File: config.mk
export PLATFORM = sky130hd
export DESIGN_NAME = ysyx_22050612_fetch_unit
export DESIGN_NICKNAME = d
export VERILOG_FILES = /design/src/rtl/ysyx_22050612_pkg.sv /design/src/rtl/ysyx_22050612_sync_fifo.sv /design/src/rtl/ysyx_22050612_fetch_unit.sv
export SDC_FILE = /design/constraint.sdc
export NUM_CORES = 1
export LEC_CHECK = 0
export ABC_AREA = 1
export BUFFER_PORTS_ARGS = -buffer_cell sky130_fd_sc_hd__buf_4
export CORE_ASPECT_RATIO = 0.5
export CORE_MARGIN = 3
export CORE_UTILIZATION = 45
export DETAILED_ROUTE_END_ITERATION = 8
export HOLD_SLACK_MARGIN = 0.12
export PLACE_DENSITY = 0.73
export SYNTH_ARGS = -nofsm -noshare
export SYNTH_HDL_FRONTEND = slang
export SYNTH_SLANG_ARGS = --single-unit
File: constraint.sdc
create_clock -name clk -period 8.5 [get_ports clk]
set_input_delay 1.7 -clock clk [delete_from_list [all_inputs] [get_ports clk]]
set_output_delay 1.7 -clock clk [all_outputs]
set_load 0.05 [all_outputs]
File: src/rtl/ysyx_22050612_pkg.sv
// Shared types and constants for the ysyx_22050612 core front end.
// Fetch entry layout and fetch FSM encoding live here.
package ysyx_22050612_pkg;

    localparam int XLEN = 64;
    localparam int ILEN = 32;

    localparam logic [XLEN-1:0] RESET_PC_DEF = 64'h8000_0000;

    typedef enum logic [1:0] {
        S_REQ,
        S_WAIT,
        S_DISCARD,
        S_HALT
    } fetch_state_e;

    typedef struct packed {
        logic [XLEN-1:0] pc;
        logic [ILEN-1:0] inst;
        logic            fault;
    } fetch_entry_t;

    localparam int ENTRY_W = $bits(fetch_entry_t);

    function automatic logic [XLEN-1:0] align4(input logic [XLEN-1:0] a);
        return {a[XLEN-1:2], 2'b00};
    endfunction

endpackage

File: src/rtl/ysyx_22050612_sync_fifo.sv
// Synchronous FIFO with flush; a push during flush becomes the sole entry.
// Push while full is accepted only when a pop happens in the same cycle.
module ysyx_22050612_sync_fifo #(
    parameter int WIDTH = 8,
    parameter int DEPTH = 2,
    localparam int AW = $clog2(DEPTH),
    localparam int CW = AW + 1
) (
    input  logic             clk,
    input  logic             rst_n,
    input  logic             flush,
    input  logic             push,
    input  logic [WIDTH-1:0] push_data,
    input  logic             pop,
    output logic [WIDTH-1:0] pop_data,
    output logic             full,
    output logic             empty,
    output logic [CW-1:0]    count
);

    logic [WIDTH-1:0] mem [DEPTH];
    logic [AW-1:0]    rd_ptr;
    logic [AW-1:0]    wr_ptr;
    logic             do_push;
    logic             do_pop;
    logic [AW-1:0]    wr_addr;

    assign full     = (count == CW'(DEPTH));
    assign empty    = (count == '0);
    assign do_pop   = pop && !empty;
    assign do_push  = push && (flush || !full || pop);
    assign wr_addr  = flush ? '0 : wr_ptr;
    assign pop_data = mem[rd_ptr];

    always_ff @(posedge clk or negedge rst_n) begin
        if (!rst_n) begin
            rd_ptr <= '0;
            wr_ptr <= '0;
            count  <= '0;
        end else if (flush) begin
            rd_ptr <= '0;
            wr_ptr <= AW'(do_push);
            count  <= CW'(do_push);
        end else begin
            rd_ptr <= rd_ptr + AW'(do_pop);
            wr_ptr <= wr_ptr + AW'(do_push);
            count  <= count + CW'(do_push) - CW'(do_pop);
        end
    end

    always_ff @(posedge clk) begin
        if (do_push) begin
            mem[wr_addr] <= push_data;
        end
    end

endmodule

File: src/rtl/ysyx_22050612_fetch_unit.sv
// Instruction fetch stage: one outstanding imem read, buffered results.
// Redirects flush the buffer and drop any in-flight response.
module ysyx_22050612_fetch_unit
    import ysyx_22050612_pkg::*;
#(
    parameter logic [63:0] RESET_PC = RESET_PC_DEF,
    parameter int          DEPTH    = 2
) (
    input  logic        clk,
    input  logic        rst_n,
    output logic        imem_req_valid,
    input  logic        imem_req_ready,
    output logic [63:0] imem_req_addr,
    input  logic        imem_resp_valid,
    input  logic [31:0] imem_resp_data,
    input  logic        imem_resp_err,
    output logic        out_valid,
    input  logic        out_ready,
    output logic [63:0] out_pc,
    output logic [31:0] out_inst,
    output logic        out_fault,
    input  logic        redirect_valid,
    input  logic [63:0] redirect_pc
);

    localparam int CW = $clog2(DEPTH) + 1;

    fetch_state_e state_q, state_d;
    logic [63:0]  fetch_pc_q, fetch_pc_d;
    logic [63:0]  req_pc_q, req_pc_d;
    logic         halt_q, halt_d;

    logic         fifo_flush;
    logic         fifo_push;
    fetch_entry_t push_entry;
    fetch_entry_t head;
    logic         fifo_full;
    logic         fifo_empty;
    logic [CW-1:0] fifo_count;
    logic         outstanding;
    logic         misaligned;
    logic         req_fire;

    // Request mask on redirect is combinational so no request races a flush.
    assign imem_req_valid = rst_n && (state_q == S_REQ)
                          && (fifo_count < CW'(DEPTH)) && !redirect_valid;
    assign imem_req_addr  = fetch_pc_q;
    assign req_fire       = imem_req_valid && imem_req_ready;
    assign outstanding    = (state_q == S_WAIT) || (state_q == S_DISCARD);
    assign misaligned     = |redirect_pc[1:0];

    assign out_valid = !fifo_empty;
    assign out_pc    = fifo_empty ? '0 : head.pc;
    assign out_inst  = fifo_empty ? '0 : head.inst;
    assign out_fault = !fifo_empty && head.fault;

    always_comb begin
        state_d    = state_q;
        fetch_pc_d = fetch_pc_q;
        req_pc_d   = req_pc_q;
        halt_d     = halt_q;
        fifo_flush = 1'b0;
        fifo_push  = 1'b0;
        push_entry = '0;
        if (redirect_valid) begin
            fifo_flush = 1'b1;
            fetch_pc_d = align4(redirect_pc);
            fifo_push  = misaligned;
            push_entry = '{pc: redirect_pc, inst: '0, fault: 1'b1};
            if (outstanding && !imem_resp_valid) begin
                state_d = S_DISCARD;
                halt_d  = misaligned;
            end else begin
                state_d = misaligned ? S_HALT : S_REQ;
                halt_d  = 1'b0;
            end
        end else begin
            unique case (state_q)
                S_REQ: begin
                    if (req_fire) begin
                        state_d    = S_WAIT;
                        req_pc_d   = fetch_pc_q;
                        fetch_pc_d = fetch_pc_q + 64'd4;
                    end
                end
                S_WAIT: begin
                    if (imem_resp_valid) begin
                        fifo_push  = 1'b1;
                        push_entry = '{pc: req_pc_q,
                                       inst: imem_resp_err ? '0 : imem_resp_data,
                                       fault: imem_resp_err};
                        state_d    = imem_resp_err ? S_HALT : S_REQ;
                    end
                end
                S_DISCARD: begin
                    if (imem_resp_valid) begin
                        state_d = halt_q ? S_HALT : S_REQ;
                        halt_d  = 1'b0;
                    end
                end
                S_HALT: begin
                end
                default: begin
                    state_d = S_REQ;
                end
            endcase
        end
    end

    always_ff @(posedge clk or negedge rst_n) begin
        if (!rst_n) begin
            state_q    <= S_REQ;
            fetch_pc_q <= RESET_PC;
            req_pc_q   <= '0;
            halt_q     <= 1'b0;
        end else begin
            state_q    <= state_d;
            fetch_pc_q <= fetch_pc_d;
            req_pc_q   <= req_pc_d;
            halt_q     <= halt_d;
        end
    end

    ysyx_22050612_sync_fifo #(
        .WIDTH(ENTRY_W),
        .DEPTH(DEPTH)
    ) u_fifo (
        .clk      (clk),
        .rst_n    (rst_n),
        .flush    (fifo_flush),
        .push     (fifo_push),
        .push_data(push_entry),
        .pop      (out_valid && out_ready),
        .pop_data (head),
        .full     (fifo_full),
        .empty    (fifo_empty),
        .count    (fifo_count)
    );

    logic unused_full;
    assign unused_full = fifo_full;

endmodule

After elaboration in Yosys (flattened, before gate mapping). Memory sizes are Yosys's and may differ from the RTL's. Cells that the tools add are included.

Bits in registers: 135. Memory bits (writable): 194. Bits of input ports: 103. Memories kept: 1.

Add/subtract/negate cells: 5. Magnitude comparators: 1. Equality and inequality tests: 6. Muxes and demuxes: 32. Bitwise operators: 1. Reduce and logical (&&, ||, !) cells: 28.

Memory list: u_fifo.mem (depth 2, width 97, read ports 1, clocked after Yosys merged registers in 0, write ports 1, RTL line ysyx_22050612_sync_fifo.sv:21) `logic [WIDTH-1:0] mem [DEPTH];`.

Operators with widths (count): $mux 97 (3); $mux 64 (4); $add 64x3->64 const B (1); $mux 32 (2); $mux 2 (9); $mux 1 (13); $logic_and 1x1->1 (9); $ne 3x3->1 const B (3); $reduce_bool 2->1 (4); $pmux 2 s3 (1); $eq 2x2->1 const B (2); $logic_not 1->1 (4); $logic_not 2->1 (2); $reduce_and 2->1 (2); $reduce_and 4->1 (1); $reduce_bool 4->1 (1); $logic_or 1x1->1 (3); $reduce_and 3->1 (1); $add 1x1->1 (2); $add 2x1->2 (1); $eq 2x1->1 const B (1); $lt 2x2->1 const B (1); $reduce_or 2->1 (1); $sub 2x1->2 (1); $not 1->1 (1).

Longest topological paths before layout. Gate-level depths: netlist (run 1).

Depth in word-level cells: 8. Mapped depth: 11.

Modules after synthesis. From an unflattened synthesis (run 1), not the netlist that was laid out.

Cell total of the unflattened synthesis: 1800. Area total of the unflattened synthesis: 16249.3 sq um.

By module, submodules not included: ysyx_22050612_fetch_unit (instances 1, cells each 1460, area an instance 8969.9 sq um); ysyx_22050612_sync_fifo (instances 1, cells each 340, area an instance 7279.5 sq um).

Worst setup path after synthesis (run 1). OpenSTA, ideal clock, no wires.

Path kind: input-to-reg. Start: input redirect_valid. End: memory u_fifo.mem[0][0] in the netlist's numbering (enable). Arrival: 7.106 ns. Data required time: 7.915 ns. Path slack: 0.809 ns. Stages: 6. Cells stage by stage: buf_6 nor3_2 inv_1 nand2_1 nand2_1 a21oi_1.

Word-level cells in the longest chain between the ends: 6. Elaborated cells between the ends (all ways): 8. Classes of those cells: mux (5); reduce/logical (3).

Ends and longest elaborated chain: start: declaration (RTL line ysyx_22050612_fetch_unit.sv:22) `input logic redirect_valid,`; $mux 1 (RTL line ysyx_22050612_fetch_unit.sv:65) `if (redirect_valid) begin`; $logic_or 1x1->1 (2 in a row) (RTL line ysyx_22050612_sync_fifo.sv:31) `assign do_push = push && (flush || !full || pop);`; $logic_and 1x1->1 (RTL line ysyx_22050612_sync_fifo.sv:31); $mux 1 (RTL line ysyx_22050612_sync_fifo.sv:52) `if (do_push) begin`; $mux 1 (implied by the code) (RTL line ysyx_22050612_sync_fifo.sv:53) `mem[wr_addr] <= push_data;`; end: declaration (RTL line ysyx_22050612_sync_fifo.sv:21).

Parallel ways exist; a longest one is shown, timed or not.

Worst setup path after layout (run 1).
Start: input rst_n. End: output imem_req_valid.

Word-level cells in the longest chain between the ends: 3.

Ends and longest elaborated chain: start: declaration (RTL line ysyx_22050612_fetch_unit.sv:10) `input logic rst_n,`; $logic_and 1x1->1 (RTL line ysyx_22050612_fetch_unit.sv:45) `assign imem_req_valid = rst_n && (state_q == S_REQ)`; $logic_and 1x1->1 (2 in a row) (RTL line ysyx_22050612_fetch_unit.sv:46) `&& (fifo_count < CW'(DEPTH)) && !redirect_valid;`; end: declaration (RTL line ysyx_22050612_fetch_unit.sv:11) `output logic imem_req_valid,`.

No other way between the ends.

==> qor.txt, run 1 <==
Die Wd -> 269 um
Finished Cell Area -> 0.0190 sq mm
Area after DPL -> 0.0179 sq mm
Post-Place Setup Slack -> 3.65 ns
WP data arrival -> 3.16 ns
Max_cap viols -> 0
Fillers -> 2,988
Post-route setup slack -> 3.64 ns
Row count -> 47
RR Startpoint -> state_q[1]
Post-Synth Simple-Gate Area -> 0.232
Adder-Cell Fraction of Synth Area -> 0.00483
Finished Layout Cells -> 2,473
Synth Area in XOR/XNOR -> 0.00394
Global routing usage on met3 -> 0.0550
Count leader, synth -> nand2_1
Gr ovfl total -> 0
Detail Route Antenna Nets -> 0
Setup CP Type -> in -> out
Unique masters post-synth -> 43
DR vias/cell -> 5.37
GRT Util Overall -> 0.250
Peak VDD IR -> 0.152 mV
Worst R2R Path Depth -> 10
Placed cells -> 2,416
PortBufs -> 263
Largest area contributor in the netlist -> edfxtp_1
Crit path buffers/inverters -> 2
M1 GR Usage -> 0.347
Switch Pwr -> 2.21 mW
First-pass GRT wire length -> 70,200 um
Post-synthesis mux area share -> 0
CTS root buffer -> clkbuf_16
Ys flop type -> edfxtp_1
Initial Utilization -> 0.463
Worst setup EP type -> primary output
Sw Share -> 0.393
Crit path max-delay family -> buffers and inverters
Area added between synthesis and finish -> 22.0%
Register area share after synthesis -> 0.586
Reg-to-reg slack, setup -> 5.34 ns
Via count -> 13,282
Synth top cells by count -> nand2_1, inv_1, edfxtp_1, nor2_1, a21oi_1
DR pass1 iterations -> 5
Post-CTS Setup Inserts -> 0
Relative slew slack -> 0.340
Vias in the first global route -> 12,076
Mapped Cells -> 1,753
Yosys top cell area share -> 0.375
Clock network power share -> 0.257
CP Launch Type -> primary input
Synthesized area -> 0.0155 sq mm
Max Freq -> 0.206 GHz
WL final -> 47,700 um
Die area -> 0.0370 sq mm
Critical path data required time -> 6.80 ns
Clock Path Buffers -> 3
H-tree Lvls -> 1
Pwr Total -> 5.62 mW
Met2 usage -> 0.395
Hold Path Origin -> req_pc_q[19]
GRT busiest layer -> met2
Seq pwr share -> 0.398
Nets -> 2,092
Static Leak -> 8.38 nW
Main combinational cell family by area after synthesis -> simple AND/OR/NAND/NOR gates
# DRC -> 0
PwrDens -> 296 mW/mm^2
Largest net degree at the start of global routing -> 92
CTS Sinks -> 325
Status -> finished, final reports clean
Async S/R FF share, synth -> 0.403
Setup violators final -> 0
Internal Power -> 3.41 mW
#FFs+latches synth -> 325
Synth Area in Compound Gates -> 0.101
Drt wl/cell -> 19.3 um
Gpl congestion -> 0.971
Post-cts resize count -> 0
CTS tree -> done
Worst-margin pin slew -> 0.980 ns
Final hold violations -> 0
Combinational share of power -> 0.345
EDFF count, synth -> 194
DP Wirelength -> 32,500 um
RSZ-0062 raised after global routing -> false
Ports -> 266
Drt initial violations -> 1,406
Critical Path, Cell by Cell -> buf_6, nand3_1, nor2_1, buf_4
Skew final -> 0.0147 ns
Worst Hold Class -> reg -> reg
Core ar. -> 0.0336 sq mm
Synth warn -> 0
Worst Hold Path EP -> req_pc_q[19]
R2R Path End -> imem_req_addr[50]
Max stage delay on crit path -> 0.60 ns
Clock latency at the later pin of the worst-skew pair -> 0.58 ns
Period minus WS final -> 4.86 ns
CTS Hold Bufs -> 0
Clock-pin slew on the worst setup and hold paths -> 0.07 ns
Synthesized area per cell -> 8.87 sq um
Crit-path max FO -> 84
Layout cells sized above 1 -> 0.188
Die height -> 137 um
CP max-delay cell -> buf_6
Top cells by area, synth -> edfxtp_1, dfrtp_1, nand2_1
Setup TNS -> 0 ns
WHS Path Cells -> 2
Fin. max-slew vios -> 0
Initial antenna violation count -> 2
Final period util -> 0.572
CTS buffer count -> 30
[worst register-to-register path, cell delays in order, from the launching register on]
cell,delay (ns)
dfrtp_1,0.39
inv_1,0.09
ha_1,0.22
inv_2,0.06
nor2_4,0.12
nand4_4,0.42
nand2_2,0.83
inv_2,0.46
nand2_1,0.17
o21ai_0,0.09
nand3b_1,0.19
[per-stage QoR]
stage | hold WS (ns) | utilization
finish | 0.488 | 0.565
global route | 0.496 | 0.565
CTS | 0.485 | 0.565
detailed placement | 0.467 | 0.534
global placement | 0.463 | 0.534
floorplan | 0.449 | -
[placed cells by master, fill, tap and decap left out, types with 9 or more instances in the layout]
master	netlist	final
nor3_1	12	12
dfrtp_1	130	129
nand2_2	9	9
a21oi_1	131	130
nand4_1	28	28
o22ai_1	51	51
o21ai_0	71	71
inv_1	204	203
edfxtp_1	194	194
nor2_2	13	13
nor2_4	12	14
nand3_1	69	69
nand2_1	517	517
nor2_1	150	148
nand3b_1	17	17
buf_4	3	276
clkbuf_16	0	30
[sequential cells by signal, summed over array words and instances, names as in the netlist]
signal and cells:
halt_q 1, imem_req_addr 62, req_pc_q 62, state_q 2, u_fifo.count 2, u_fifo.mem 194, u_fifo.rd_ptr 1, u_fifo.wr_ptr 1
[routing by layer]
layer | up-vias | part of all wire
li1 | 6234 | -
met2 | 564 | 0.46
met4 | 2 | 0.033
met1 | 6383 | 0.42
met3 | 99 | 0.090
met5 | - | 0.00027
[power groups by stage]
stage / combinational (mW) / sequential [mW] / clock (mW)
5_1_grt: 2.07 / 2.27 / 1.52
4_1_cts: 1.94 / 2.23 / 1.46
2_1_floorplan: 1.20 / 2.35 / 0
6_report: 1.94 / 2.23 / 1.44
3_5_place_dp: 1.94 / 2.26 / 0
3_3_place_gp: 1.92 / 2.25 / 0
[final cells by class]
cell class / count / area [sq um] / area share
Inverter: 209 / 785 / 0.0414
Antenna cell: 1 / 2.50 / 0.000132
Clock buffer: 41 / 822 / 0.0433
Clock inverter: 15 / 224 / 0.0118
Sequential cell: 325 / 9110 / 0.480
Multi-Input combinational cell: 1140 / 5360 / 0.282
Tap cell: 465 / 582 / 0.0307
Timing Repair Buffer: 277 / 2080 / 0.110
[cell families (layout without fill, tap and decap cells)]
family | Yosys count | after routing
other | 1 | 3
DFF | 325 | 325
and+or+nand+nor | 839 | 839
AOI/OAI and AO/OA | 286 | 286
buffers and inverters | 289 | 542
xor gates and xnor gates | 7 | 7
adders and majority gates | 6 | 6
[worst max-delay path by stage]
stage,cells past startpoint,start,to,slack [ns]
2_1_floorplan,6,redirect_valid,u_fifo.mem[0][0],0.81
3_3_place_gp,4,rst_n,imem_req_valid,3.68
3_5_place_dp,4,rst_n,imem_req_valid,3.65
4_1_cts,5,u_fifo.rd_ptr,out_pc[39],3.60
5_1_grt,4,rst_n,imem_req_valid,3.50
6_report,4,rst_n,imem_req_valid,3.64
Power figures use the tool's default switching activity.
==> inputs of run 2 (changes only) <==
Settings changed: ABC_AREA 1 to 0, PLACE_DENSITY 0.73 to 0.74.
Clock period 8.5 ns to 5 ns, I/O delays scaled along.
==> run 2 against run 1 <==
Cell count decreased by 18%. Synthesized cell count decreased by 23%. Setup slack got worse by 2.2 ns. Total power increased by 70%. First-iteration DRC count decreased by 35%. Sequential power increased by 68%. Global-route usage decreased by 3.0 points. Count of clock-buffer cells in the layout decreased by 1. Critical endpoint is now out_pc[53]. Largest cell class unchanged.
==> qor.txt, run 2 <==
Status -> finished, final reports clean
Setup violators final -> 0
Synthesized area per cell -> 11.0 sq um
Static Leak -> 7.57 nW
WL final -> 39,200 um
Setup TNS -> 0 ns
Largest area contributor in the netlist -> edfxtp_1
Crit-path max FO -> 52
Layout cells sized above 1 -> 0.218
Async S/R FF share, synth -> 0.403
Skew final -> 0.0112 ns
Mapped Cells -> 1,342
Synthesized area -> 0.0147 sq mm
Post-cts resize count -> 0
Nets -> 1,685
Relative slew slack -> 0.205
DR vias/cell -> 5.45
Initial Utilization -> 0.460
Critical Path, Cell by Cell -> buf_12, mux2i_1, nor2_1, buf_4
Yosys top cell area share -> 0.396
Final hold violations -> 0
Worst R2R Path Depth -> 7
Post-CTS Setup Inserts -> 0
Unique masters post-synth -> 56
RR Startpoint -> state_q[1]
Commonest cells after routing, fill and taps aside -> nand2_1, buf_4, edfxtp_1
Ports -> 266
Commonest non-fill, non-tap cell in the layout -> nand2_1
Largest net degree at the start of global routing -> 99
Clock-pin slew on the worst setup and hold paths -> 0.07 ns
H-tree Lvls -> 1
Drt wl/cell -> 19.3 um
Worst-margin pin slew -> 1.19 ns
Vias in the first global route -> 10,751
Drt initial violations -> 908
Fin util -> 0.567
Max Freq -> 0.278 GHz
Synth top cells by count -> nand2_1, edfxtp_1, dfrtp_1, nor2_1, mux2i_1
Initial antenna violation count -> 1
Count leader, synth -> nand2_1
Worst setup EP type -> primary output
Reg-to-reg slack, setup -> 1.74 ns
DP Wirelength -> 26,600 um
First-pass GRT wire length -> 60,400 um
Area added between synthesis and finish -> 23.3%
Max stage delay on crit path -> 0.99 ns
Period minus WS final -> 3.60 ns
Final period util -> 0.721
Gpl congestion -> 0.884
Wire length on met2 -> 20,000 um
Die area -> 0.0350 sq mm
WP data arrival -> 2.60 ns
CTS tree -> done
CP Launch Point -> u_fifo.rd_ptr
Top cells by area, synth -> edfxtp_1, dfrtp_1, nand2_1
#FFs+latches synth -> 325
PortBufs -> 263
Core ar. -> 0.0319 sq mm
Peak VDD IR -> 0.247 mV
Post-route setup slack -> 1.40 ns
CTS Hold Bufs -> 0
GRT Util Overall -> 0.221
Largest register by flop count -> u_fifo.mem
Via count -> 11,077
Max FFs per register -> 194
Die height -> 134 um
Clock latency at the later pin of the worst-skew pair -> 0.56 ns
CTS root buffer -> clkbuf_16
Fin. max-slew vios -> 0
Synth warn -> 0
CP max-delay cell -> dfrtp_4
Register area share after synthesis -> 0.620
Post-Place Setup Slack -> 1.07 ns
DR pass1 iterations -> 5
Max_cap viols -> 0
Worst Hold Class -> in -> async
Top Layer Used -> met4
Clock Path Buffers -> 3
Detail Route Antenna Nets -> 0
Row count -> 46
RSZ-0062 raised after global routing -> false
Critical path endpoint -> out_pc[53]
R2R Path End -> u_fifo.mem[0][87]
CP Launch Type -> flip-flop
Met3 wire length -> 2160 um
WL met1 -> 15,800 um
Critical path data required time -> 4.00 ns
# DRC -> 0
CTS Sinks -> 325
PwrDens -> 526 mW/mm^2
Ys flop type -> edfxtp_1
Gr ovfl total -> 0
Die Wd -> 262 um
EDFF count, synth -> 194
CTS buffer count -> 30
Setup CP Type -> reg -> out
-- run 2: kinds of logic (layout without fill, tap and decap cells) --
kind of cell               after synthesis  after routing  share of synthesized area
AOI/OAI and AO/OA                      113            113                     0.0510
buffers and inverters                   91            348                     0.0249
DFF                                    325            325                      0.620
xor gates and xnor gates                33             33                     0.0197
and+or+nand+nor                        668            668                      0.207
other                                    1              3                   0.000255
muxes                                  105            105                     0.0719
adders and majority gates                6              6                    0.00511
-- run 2: how the worst min path moves through the flow --
stage | depth (start not counted) | to | slack, ns
after floorplan | 2 | req_pc_q[11] | 0.45
after detailed placement | 2 | req_pc_q[8] | 0.46
after CTS | 1 | req_pc_q[10] | 0.45
after global routing | 1 | req_pc_q[10] | 0.46
after global placement | 2 | req_pc_q[15] | 0.46
final | 1 | req_pc_q[10] | 0.42
-- run 2: per-stage QoR --
stage                     area (sq um)  hold WS (ns)  power [mW]  std cells
final                            18100         0.423        9.53       2033
after CTS                        18100         0.446        9.59       2032
after floorplan                  14700         0.446        6.11       1343
after detailed placement         17100         0.462        7.23       1976
after global placement           17100         0.457        7.17       1976
after global routing             18100         0.463        9.95       2033
-- run 2: where the power goes --
group | internal, mW | total, mW | leakage [nW] | switching (mW)
clock network | 1.38 | 2.36 | 0.499 | 0.987
logic | 1.02 | 3.42 | 3.63 | 2.40
registers | 3.39 | 3.74 | 3.44 | 0.349
total | 5.79 | 9.53 | 7.57 | 3.73
-- run 2: worst max-delay path: cells and delay by family (launching register included) --
| family | cells | cell delay (ns) |
|---|---|---|
| muxes | 1 | 0.23 |
| and+or+nand+nor | 1 | 0.09 |
| DFF | 1 | 0.99 |
| buffers and inverters | 2 | 0.66 |
-- run 2: layer usage --
| layer | vias to the layer above | track usage |
|---|---|---|
| li1 | 5211 | - |
| met1 | 5439 | 0.282 |
| met2 | 347 | 0.386 |
| met3 | 80 | 0.0360 |
| met4 | 0 | 0.0722 |
| met5 | - | 0 |
-- run 2: cell type report --
class                      count  area, sq um
clock inverter                16          153
inverter                      14         52.6
timing repair buffer         278         2120
fill                        2695        13800
clock buffer                  40          872
sequential                   325         9110
tap                          432          541
antenna                        1         2.50
multi-input combinational    927         5270
